**src/rtl/stopwatch_pkg.sv**
```systemverilog
// Purpose : shared types and constants for the stopwatch controller.
// Latency : n/a (types, constants and a pure function only).
// Backpressure: n/a.
// Contents: FSM state encoding, BCD digit width and limits, packed mm:ss
//           time struct, and a carry-chained BCD increment helper.
package stopwatch_pkg;

  typedef enum logic [1:0] {
    IDLE  = 2'd0,
    RUN   = 2'd1,
    PAUSE = 2'd2,
    LAP   = 2'd3
  } sw_state_e;

  localparam int BCD_W = 4;
  // Units digits (seconds and minutes) wrap after 9, tens digits after 5.
  localparam logic [BCD_W-1:0] SEC_ONES_MAX = 4'd9;
  localparam logic [BCD_W-1:0] SEC_TENS_MAX = 4'd5;

  typedef struct packed {
    logic [BCD_W-1:0] min_tens;
    logic [BCD_W-1:0] min_ones;
    logic [BCD_W-1:0] sec_tens;
    logic [BCD_W-1:0] sec_ones;
  } bcd_time_t;

  // One-second increment. Each digit is compared against its limit and
  // cleared rather than added modulo, so an out-of-range digit can never
  // be produced. 59:59 rolls over to 00:00 silently.
  function automatic bcd_time_t bcd_time_inc(input bcd_time_t t);
    bcd_time_t r;
    r = t;
    if (t.sec_ones == SEC_ONES_MAX) begin
      r.sec_ones = '0;
      if (t.sec_tens == SEC_TENS_MAX) begin
        r.sec_tens = '0;
        if (t.min_ones == SEC_ONES_MAX) begin
          r.min_ones = '0;
          if (t.min_tens == SEC_TENS_MAX) begin
            r.min_tens = '0;
          end else begin
            r.min_tens = t.min_tens + 4'd1;
          end
        end else begin
          r.min_ones = t.min_ones + 4'd1;
        end
      end else begin
        r.sec_tens = t.sec_tens + 4'd1;
      end
    end else begin
      r.sec_ones = t.sec_ones + 4'd1;
    end
    return r;
  endfunction

endpackage

```
**src/rtl/tick_prescaler.sv**
```systemverilog
// Purpose : divides clk into a one-cycle enable tick every DIV cycles.
// Latency : tick is combinational from the counter; first tick DIV-1 cycles after en rises from a cleared count.
// Backpressure: none; en low freezes the count, clr forces it to 0 (clr wins).
// Ports   : clk, rst_n (async active-low), en (count enable), clr (sync
//           clear), tick (high while enabled and count == DIV-1).
module tick_prescaler #(
  parameter int DIV   = 100_000_000,
  parameter int CNT_W = 27
) (
  input  logic clk,
  input  logic rst_n,
  input  logic en,
  input  logic clr,
  output logic tick
);

  localparam logic [CNT_W-1:0] LAST = CNT_W'(DIV - 1);

  logic [CNT_W-1:0] cnt_q;
  logic [CNT_W-1:0] cnt_d;

  assign tick = en && (cnt_q == LAST);

  always_comb begin
    cnt_d = cnt_q;
    if (clr) begin
      cnt_d = '0;
    end else if (en) begin
      cnt_d = (cnt_q == LAST) ? '0 : cnt_q + 1'b1;
    end
  end

  always_ff @(posedge clk or negedge rst_n) begin
    if (!rst_n) begin
      cnt_q <= '0;
    end else begin
      cnt_q <= cnt_d;
    end
  end

endmodule

```
**src/rtl/stopwatch_ctrl.sv**
```systemverilog
// Purpose : stopwatch FSM (IDLE/RUN/PAUSE/LAP) driving a 1 Hz prescaler and a BCD mm:ss counter with lap freeze.
// Latency : digits, running and lap_active are registered; digits change on the edge where tick is high.
// Backpressure: none; button pulses are consumed on the edge they are sampled, start_stop beats lap_reset.
// Ports   : clk, rst_n, start_stop/lap_reset (debounced one-cycle pulses),
//           tick (1 s enable), running, lap_active, BCD digits mm:ss.
module stopwatch_ctrl
  import stopwatch_pkg::*;
#(
  parameter int DIV   = 100_000_000,
  parameter int CNT_W = 27
) (
  input  logic             clk,
  input  logic             rst_n,
  input  logic             start_stop,
  input  logic             lap_reset,
  output logic             tick,
  output logic             running,
  output logic             lap_active,
  output logic [BCD_W-1:0] sec_ones,
  output logic [BCD_W-1:0] sec_tens,
  output logic [BCD_W-1:0] min_ones,
  output logic [BCD_W-1:0] min_tens
);

  sw_state_e state_q, state_d;
  bcd_time_t live_q, live_d;
  bcd_time_t lap_q, lap_d;
  bcd_time_t disp_q, disp_d;
  logic      running_q, running_d;
  logic      lap_act_q, lap_act_d;
  logic      clear_live;
  logic      pre_en;
  logic      pre_clr;

  // Enable follows the current state, so a tick coinciding with a stop
  // pulse is still counted.
  assign pre_en  = (state_q == RUN) || (state_q == LAP);
  // Clearing on the next state both zeroes the count on PAUSE->IDLE and
  // pins it at zero for as long as the FSM sits in IDLE.
  assign pre_clr = (state_d == IDLE);

  tick_prescaler #(
    .DIV   (DIV),
    .CNT_W (CNT_W)
  ) u_prescaler (
    .clk   (clk),
    .rst_n (rst_n),
    .en    (pre_en),
    .clr   (pre_clr),
    .tick  (tick)
  );

  always_comb begin
    state_d    = state_q;
    lap_d      = lap_q;
    clear_live = 1'b0;
    case (state_q)
      IDLE: begin
        if (start_stop) state_d = RUN;
      end
      RUN: begin
        if (start_stop) begin
          state_d = PAUSE;
        end else if (lap_reset) begin
          state_d = LAP;
          // Captures the pre-increment value even if tick fires this cycle.
          lap_d   = live_q;
        end
      end
      LAP: begin
        if (start_stop) begin
          state_d = PAUSE;
        end else if (lap_reset) begin
          state_d = RUN;
        end
      end
      PAUSE: begin
        if (start_stop) begin
          state_d = RUN;
        end else if (lap_reset) begin
          state_d    = IDLE;
          clear_live = 1'b1;
        end
      end
      default: state_d = IDLE;
    endcase

    live_d = live_q;
    if (clear_live) begin
      live_d = '0;
    end else if (tick) begin
      live_d = bcd_time_inc(live_q);
    end

    // Display is driven from next-state values so it moves on the same
    // edge as the live time and the state change.
    disp_d    = (state_d == LAP) ? lap_d : live_d;
    running_d = (state_d == RUN) || (state_d == LAP);
    lap_act_d = (state_d == LAP);
  end

  always_ff @(posedge clk or negedge rst_n) begin
    if (!rst_n) begin
      state_q   <= IDLE;
      live_q    <= '0;
      lap_q     <= '0;
      disp_q    <= '0;
      running_q <= 1'b0;
      lap_act_q <= 1'b0;
    end else begin
      state_q   <= state_d;
      live_q    <= live_d;
      lap_q     <= lap_d;
      disp_q    <= disp_d;
      running_q <= running_d;
      lap_act_q <= lap_act_d;
    end
  end

  assign running    = running_q;
  assign lap_active = lap_act_q;
  assign sec_ones   = disp_q.sec_ones;
  assign sec_tens   = disp_q.sec_tens;
  assign min_ones   = disp_q.min_ones;
  assign min_tens   = disp_q.min_tens;

endmodule
```
**config.mk**
```make
export PLATFORM = sky130hd
export DESIGN_NAME = stopwatch_ctrl
export DESIGN_NICKNAME = d
export VERILOG_FILES = /design/src/rtl/stopwatch_pkg.sv /design/src/rtl/tick_prescaler.sv /design/src/rtl/stopwatch_ctrl.sv
export SDC_FILE = /design/constraint.sdc
export NUM_CORES = 1
export LEC_CHECK = 0
export ABC_AREA = 1
export ABC_CLOCK_PERIOD_IN_PS = 1700
export BUFFER_PORTS_ARGS = -buffer_cell sky130_fd_sc_hd__buf_2
export CAP_MARGIN = 20
export CORE_ASPECT_RATIO = 0.6
export CORE_MARGIN = 4
export CORE_UTILIZATION = 45
export CTS_BUF_LIST = sky130_fd_sc_hd__clkbuf_8
export DETAILED_ROUTE_END_ITERATION = 10
export SYNTH_ARGS = -nofsm -noshare
export SYNTH_HDL_FRONTEND = slang
export SYNTH_SLANG_ARGS = --single-unit
export TNS_END_PERCENT = 50
```
**constraint.sdc**
```tcl
create_clock -name clk -period 1.7 [get_ports clk]
set_input_delay 0.34 -clock clk [delete_from_list [all_inputs] [get_ports clk]]
set_output_delay 0.34 -clock clk [all_outputs]
set_load 0.02 [all_outputs]
```
Word level (Yosys, flattened, before mapping)
Index checks and enable logic that the tools add are counted.
{"block": "op_classes", "reduce_logical": 6, "mul": 0, "shift": 0, "muxes": 27, "n_addsub": 5, "div": 0, "order_cmp": 0, "bitwise_logic": 0, "n_eq_ne": 10}
{"op": "$mux 16", "n": 6}
{"op": "$mux 27", "n": 3}
{"op": "$add 27x1->27 const B", "n": 1}
{"op": "$eq 27x27->1 const B", "n": 1}
{"op": "$mux 4", "n": 5}
{"op": "$add 4x1->4 const B", "n": 4}
{"op": "$mux 2", "n": 7}
{"op": "$mux 12", "n": 1}
{"op": "$eq 4x3->1 const B", "n": 2}
{"op": "$eq 4x4->1 const B", "n": 2}
{"op": "$mux 8", "n": 1}
{"op": "$pmux 2 s4", "n": 1}
{"op": "$eq 2x2->1 const B", "n": 3}
{"op": "$eq 2x1->1 const B", "n": 2}
{"op": "$logic_not 2->1", "n": 2}
{"op": "$mux 1", "n": 3}
{"op": "$logic_or 1x1->1", "n": 2}
{"op": "$reduce_bool 2->1", "n": 1}
{"op": "$logic_and 1x1->1", "n": 1}
{"block": "totals", "word_cells": 64, "register_bits": 79, "inputBits": 4, "n_memories": 0, "latchBits": 0, "mem_bits_ro": 0, "ramBits": 0}

Logic depth before layout (Yosys ltp)
{"block": "logic_depth", "depth_word": 8, "ltp_mapped": 13, "ltp_nobuf": 13}

By module
A second synthesis with hierarchy kept.
{"block": "unflattened", "cells_unflattened": 536, "hier_area_um2": 4164.0}
{"module": "stopwatch_ctrl", "seq_area_each_um2": 1301.2, "area_per_inst_um2": 2462.4, "cells_each": 279, "n_inst": 1}
{"module": "tick_prescaler", "seq_area_each_um2": 675.6, "area_per_inst_um2": 1701.6, "cells_each": 257, "n_inst": 1}

Worst setup path after synthesis
OpenSTA, ideal clock, no wires.
{"block": "synth_timing", "kind": "register to register", "from": "register u_prescaler.cnt_q[0]", "to": "register live_q[8] (netlist bit)", "slack_ns": 0.062, "arrival_time_ns": 1.519, "path_stages_with_launch": 12, "period_less_slack_ns": 1.638, "path_buffers": 0, "cell_sequence": "dfrtp_1 ha_1 nand2_1 nor2_4 nand2_2 inv_2 nand2_1 nor2_2 nand2_1 inv_2 nand3_1 and3_1"}
{"item": "from (decl)", "line_no": "tick_prescaler.sv:19", "text": "logic [CNT_W-1:0] cnt_q;"}
{"item": "from (signal assigned)", "line_no": "tick_prescaler.sv:37", "text": "cnt_q <= cnt_d;"}
{"item": "to (signal assigned)", "line_no": "stopwatch_ctrl.sv:112", "text": "live_q <= live_d;"}
{"item": "to (decl)", "line_no": "stopwatch_ctrl.sv:26", "text": "bcd_time_t live_q, live_d;"}

Worst setup path in the final report
{"block": "layout_timing", "from": "register u_prescaler.cnt_q[0]", "to": "output tick"}
{"block": "layout_via", "elab_chain_cells": 2}
{"item": "$eq 27x27->1", "line_no": "tick_prescaler.sv:22", "text": "assign tick = en && (cnt_q == LAST);"}
{"item": "$logic_and 1x1->1", "line_no": "tick_prescaler.sv:22"}
{"item": "to (decl)", "line_no": "stopwatch_ctrl.sv:16", "text": "output logic tick,"}
No other way between the ends.

==> summary.md <==
| Metric | Value |
|---|---|
| Status | finished, violations left |
| Failing checks | hold timing, setup timing |
| Top Metal Used | met4 |
| Area grow syn2layout | 31.0% |
| CTS tree | built |
| Synth Register Bits | between 70 and 80 |
| Fmax | just under 500 MHz |
| Antenna diodes | 0 |
| CTS clk-pin slew, worst paths | ~80 ps |
| Post-synthesis sequential area ratio | 0.468 |
| Fin crit period | ~2000 ps |
| Die height | between 80 and 90 µm |
| Die area | 0.0109 mm² |
| IO Port Bufs | 22 |
| I/O pin cnt | 23 |
| Worst Path Required | between 1000 and 1500 ps |
| Worst min-delay path class | in -> async |
| Number of placement rows | 26 |
| Clock Skew | about 9.4 ps |
| Rel. slew slack | 0.719 |
| Pin count of the biggest net entering global routing | just under 80 |
| Worst Path Class, Setup | reg -> out |
| Initial antenna violation count | 0 |
| Hold Buf Count CTS | 0 |
| WL per Instance | between 15 and 20 µm |
| Routed length on met1 | between 6 and 7 mm |
| # setup viols final | 52 |
| Static leakage | between 2 and 3 nW |
| Gr usage total | 0.226 |
| Met2 wire len | roughly 4.5 mm |
| Hold_ws | -8.01 ps |
| Clock latency on the worst-skew pair | ~360 ps |
| Met3 WL | between 700 and 800 µm |
| H-tree depth | 3 |
| Fin nets | around 650 |
| Design Area, Final | ~0.0055 mm² |
| Layout cells sized above 1 | 0.306 |
| CTS Buf Count | 9 |
| Endpoint class of the critical path | primary output |
| Core ar. | about 0.0088 mm² |
| # DRC | 0 |
| Synthesis warning total | 0 |
| Initial Utilization | 0.476 |
| Synth area leader | dfrtp_1 |
| Average vias per placed instance | about 5.3 |
| Total power draw | 6.94 mW |
| Slew Viols, Final | 0 |
| Final wirelength | 11.6 mm |
| Multi-input logic area | approximately 0.0022 mm² |
| Dpl cell area | 0.00477 mm² |
| Top cells by area, synth | dfrtp_1, nand2_1, o21ai_0 |
| Fin util | 0.624 |
| Final worst slack | -333 ps |
| Top Family by Delay on Critical Path | simple AND/OR/NAND/NOR gates |
| Pwr Density | 1270 mW/mm² |
| Mapped Nets | 563 |
| CP Cell Sequence | ha_4, nand2_4, nor2_4, nand2_2, inv_2, nand2_4, nor2_4, nand2_2, inv_2, buf_6 |
| Hold Fails Final Rpt | 10 |
| Worst path buffer plus inverter count | 3 |
| Total grt overflow | 0 |
| Routed Antenna Nets | 0 |
| RSZ-0062 raised after global routing | yes |
| Layout filler cell count | about 760 |
| HPWL Detailed | 8.01 mm |
| Clock root cell | clkbuf_8 |
| Total Neg Setup Slack | -6670 ps |
| Vias | 4013 |
| Maximum vdd drop | around 0.87 mV |
| Finished Layout Cells | about 760 |
| Post-place setup slack | -140 ps |
| Dpl cells | ~730 |
| Tcrit/Tclk final | 1.20 |
| First-pass GRT wire length | around 19 mm |
| Max Cap Viol | 0 |
| Slowest CP cell | dfrtp_1 |
| Crit Path Max Fanout | 2 |
| Avg Inst Size Synth | around 7.5 µm² |
| Num Clock Sinks | between 70 and 80 |
| Overall die width | around 130 µm |
| Worst setup SP type | flop |
| Routability cong. | 0.988 |
| Share of the synthesized area in the top cell type | 0.468 |
| Clock Tree Buf Depth | 2 |
| Synthesized instance count | 554 |
| Register area | around 0.0020 mm² |
| Number of global-route vias before repair | 3669 |
| Slew @ Worst Pin | about 420 ps |
| Synth unique cells | 31 |
| Worst endpoint data arrival time | 1690 ps |
| Crit-path max cell delay | a little over 400 ps |
| Iter 0 DRT Violations | 366 |
| Syn Std Cell Area | around 0.0042 mm² |
| TritonRoute pass-1 iters | 5 |
==> flip-flops by register name, summed over array words and instances (netlist names) <==
signal	flops
state_q	1
u_prescaler.cnt_q	27
lap_active	1
sec_tens	4
sec_ones	4
running	1
live_q	16
min_ones	4
min_tens	4
lap_q	16
==> layout make-up <==
class	count	area share
Timing Repair Buffer	91	0.130
Clock buffer	11	0.0277
Inverter	65	0.0483
Sequential cell	78	0.358
Multi-Input combinational cell	398	0.398
Tap cell	112	0.0257
Clock inverter	4	0.0128
==> path summary, 6_finish.rpt <==
path / from / endpoint / slack (ps) / depth (start not counted)
max in group asynchronous: rst_n / running / 1370 / 2
min in group clk: start_stop / running / 230 / 2
setup reg to reg: u_prescaler.cnt_q[0] / min_tens[1] / -210 / 14
setup / recovery: u_prescaler.cnt_q[0] / tick / -330 / 10
hold / removal: rst_n / u_prescaler.cnt_q[11] / -8 / 2
hold reg to reg: lap_q[12] / lap_q[12] / 500 / 2
==> per-layer routing <==
layer  vias up  global-route usage
li1       1979                   -
met1      1903               0.352
met2       117               0.313
met3        14              0.0508
met4         0              0.0560
met5         -                   0
==> what timing repair did <==
action / 4_1_cts / 5_1_grt
buffers inserted: 16 / 8
gates resized for setup: 28 / 70
pin swaps: 10 / 24
endpoints found under the setup margin: 47 / 59
==> report_power, final <==
group	switching (mW)	internal, mW
Combinational	1.74	1.03
Sequential	0.279	2.34
Clock	0.668	0.894
==> cells in the mapped netlist <==
cell and number:
nand2_1 163, dfrtp_1 78, inv_1 52, nor2_1 49
o21ai_0 42, nand3_1 39, nand4_1 21, a21oi_1 19
nor3_1 15, inv_2 12, o21ai_1 8, nand2_2 7
xor2_1 7, buf_2 6, nor2_2 6, ha_1 5
nor2_4 4, clkbuf_1 3, nand3_2 3, o21a_1 3
buf_4 2, a31oi_1 1, and3_1 1, buf_1 1
buf_6 1, clkinv_1 1, nand2_4 1, nand3b_1 1
o21ai_2 1, or2_2 1, xnor2_1 1
==> placed cells by master, fill, tap and decap left out, types with 2 or more instances in the layout <==
| master | synthesis | final |
|---|---|---|
| buf_12 | 0 | 3 |
| nor3_1 | 15 | 10 |
| dfrtp_2 | 0 | 2 |
| o21ai_0 | 42 | 39 |
| nand2_4 | 1 | 10 |
| dfrtp_1 | 78 | 76 |
| nand2_2 | 7 | 26 |
| xor2_1 | 7 | 7 |
| nor2_4 | 4 | 9 |
| nor2_2 | 6 | 8 |
| inv_2 | 12 | 11 |
| o21a_1 | 3 | 3 |
| nor3_2 | 0 | 5 |
| nand3_4 | 0 | 3 |
| nand3_2 | 3 | 5 |
| nand2_1 | 163 | 135 |
| inv_1 | 52 | 49 |
| a21oi_2 | 0 | 3 |
| buf_4 | 2 | 59 |
| buf_6 | 1 | 8 |
| ha_1 | 5 | 4 |
| clkinv_2 | 0 | 2 |
| nor2_1 | 49 | 42 |
| a21oi_1 | 19 | 16 |
| buf_2 | 6 | 20 |
| o21ai_1 | 8 | 8 |
| clkbuf_8 | 0 | 11 |
| bufinv_16 | 0 | 2 |
| nand3_1 | 39 | 34 |
| o21ai_2 | 1 | 3 |
| inv_4 | 0 | 3 |
| nand4_1 | 21 | 21 |
==> kinds of logic after synthesis <==
logic type / after synthesis / share of synthesized area
AOI/OAI and AO/OA: 74 / 0.0919
DFF: 78 / 0.468
and+or+nand+nor: 311 / 0.332
adders and majority gates: 5 / 0.0150
buffers and inverters: 78 / 0.0756
xor gates and xnor gates: 8 / 0.0168
Power figures use the tool's default switching activity.
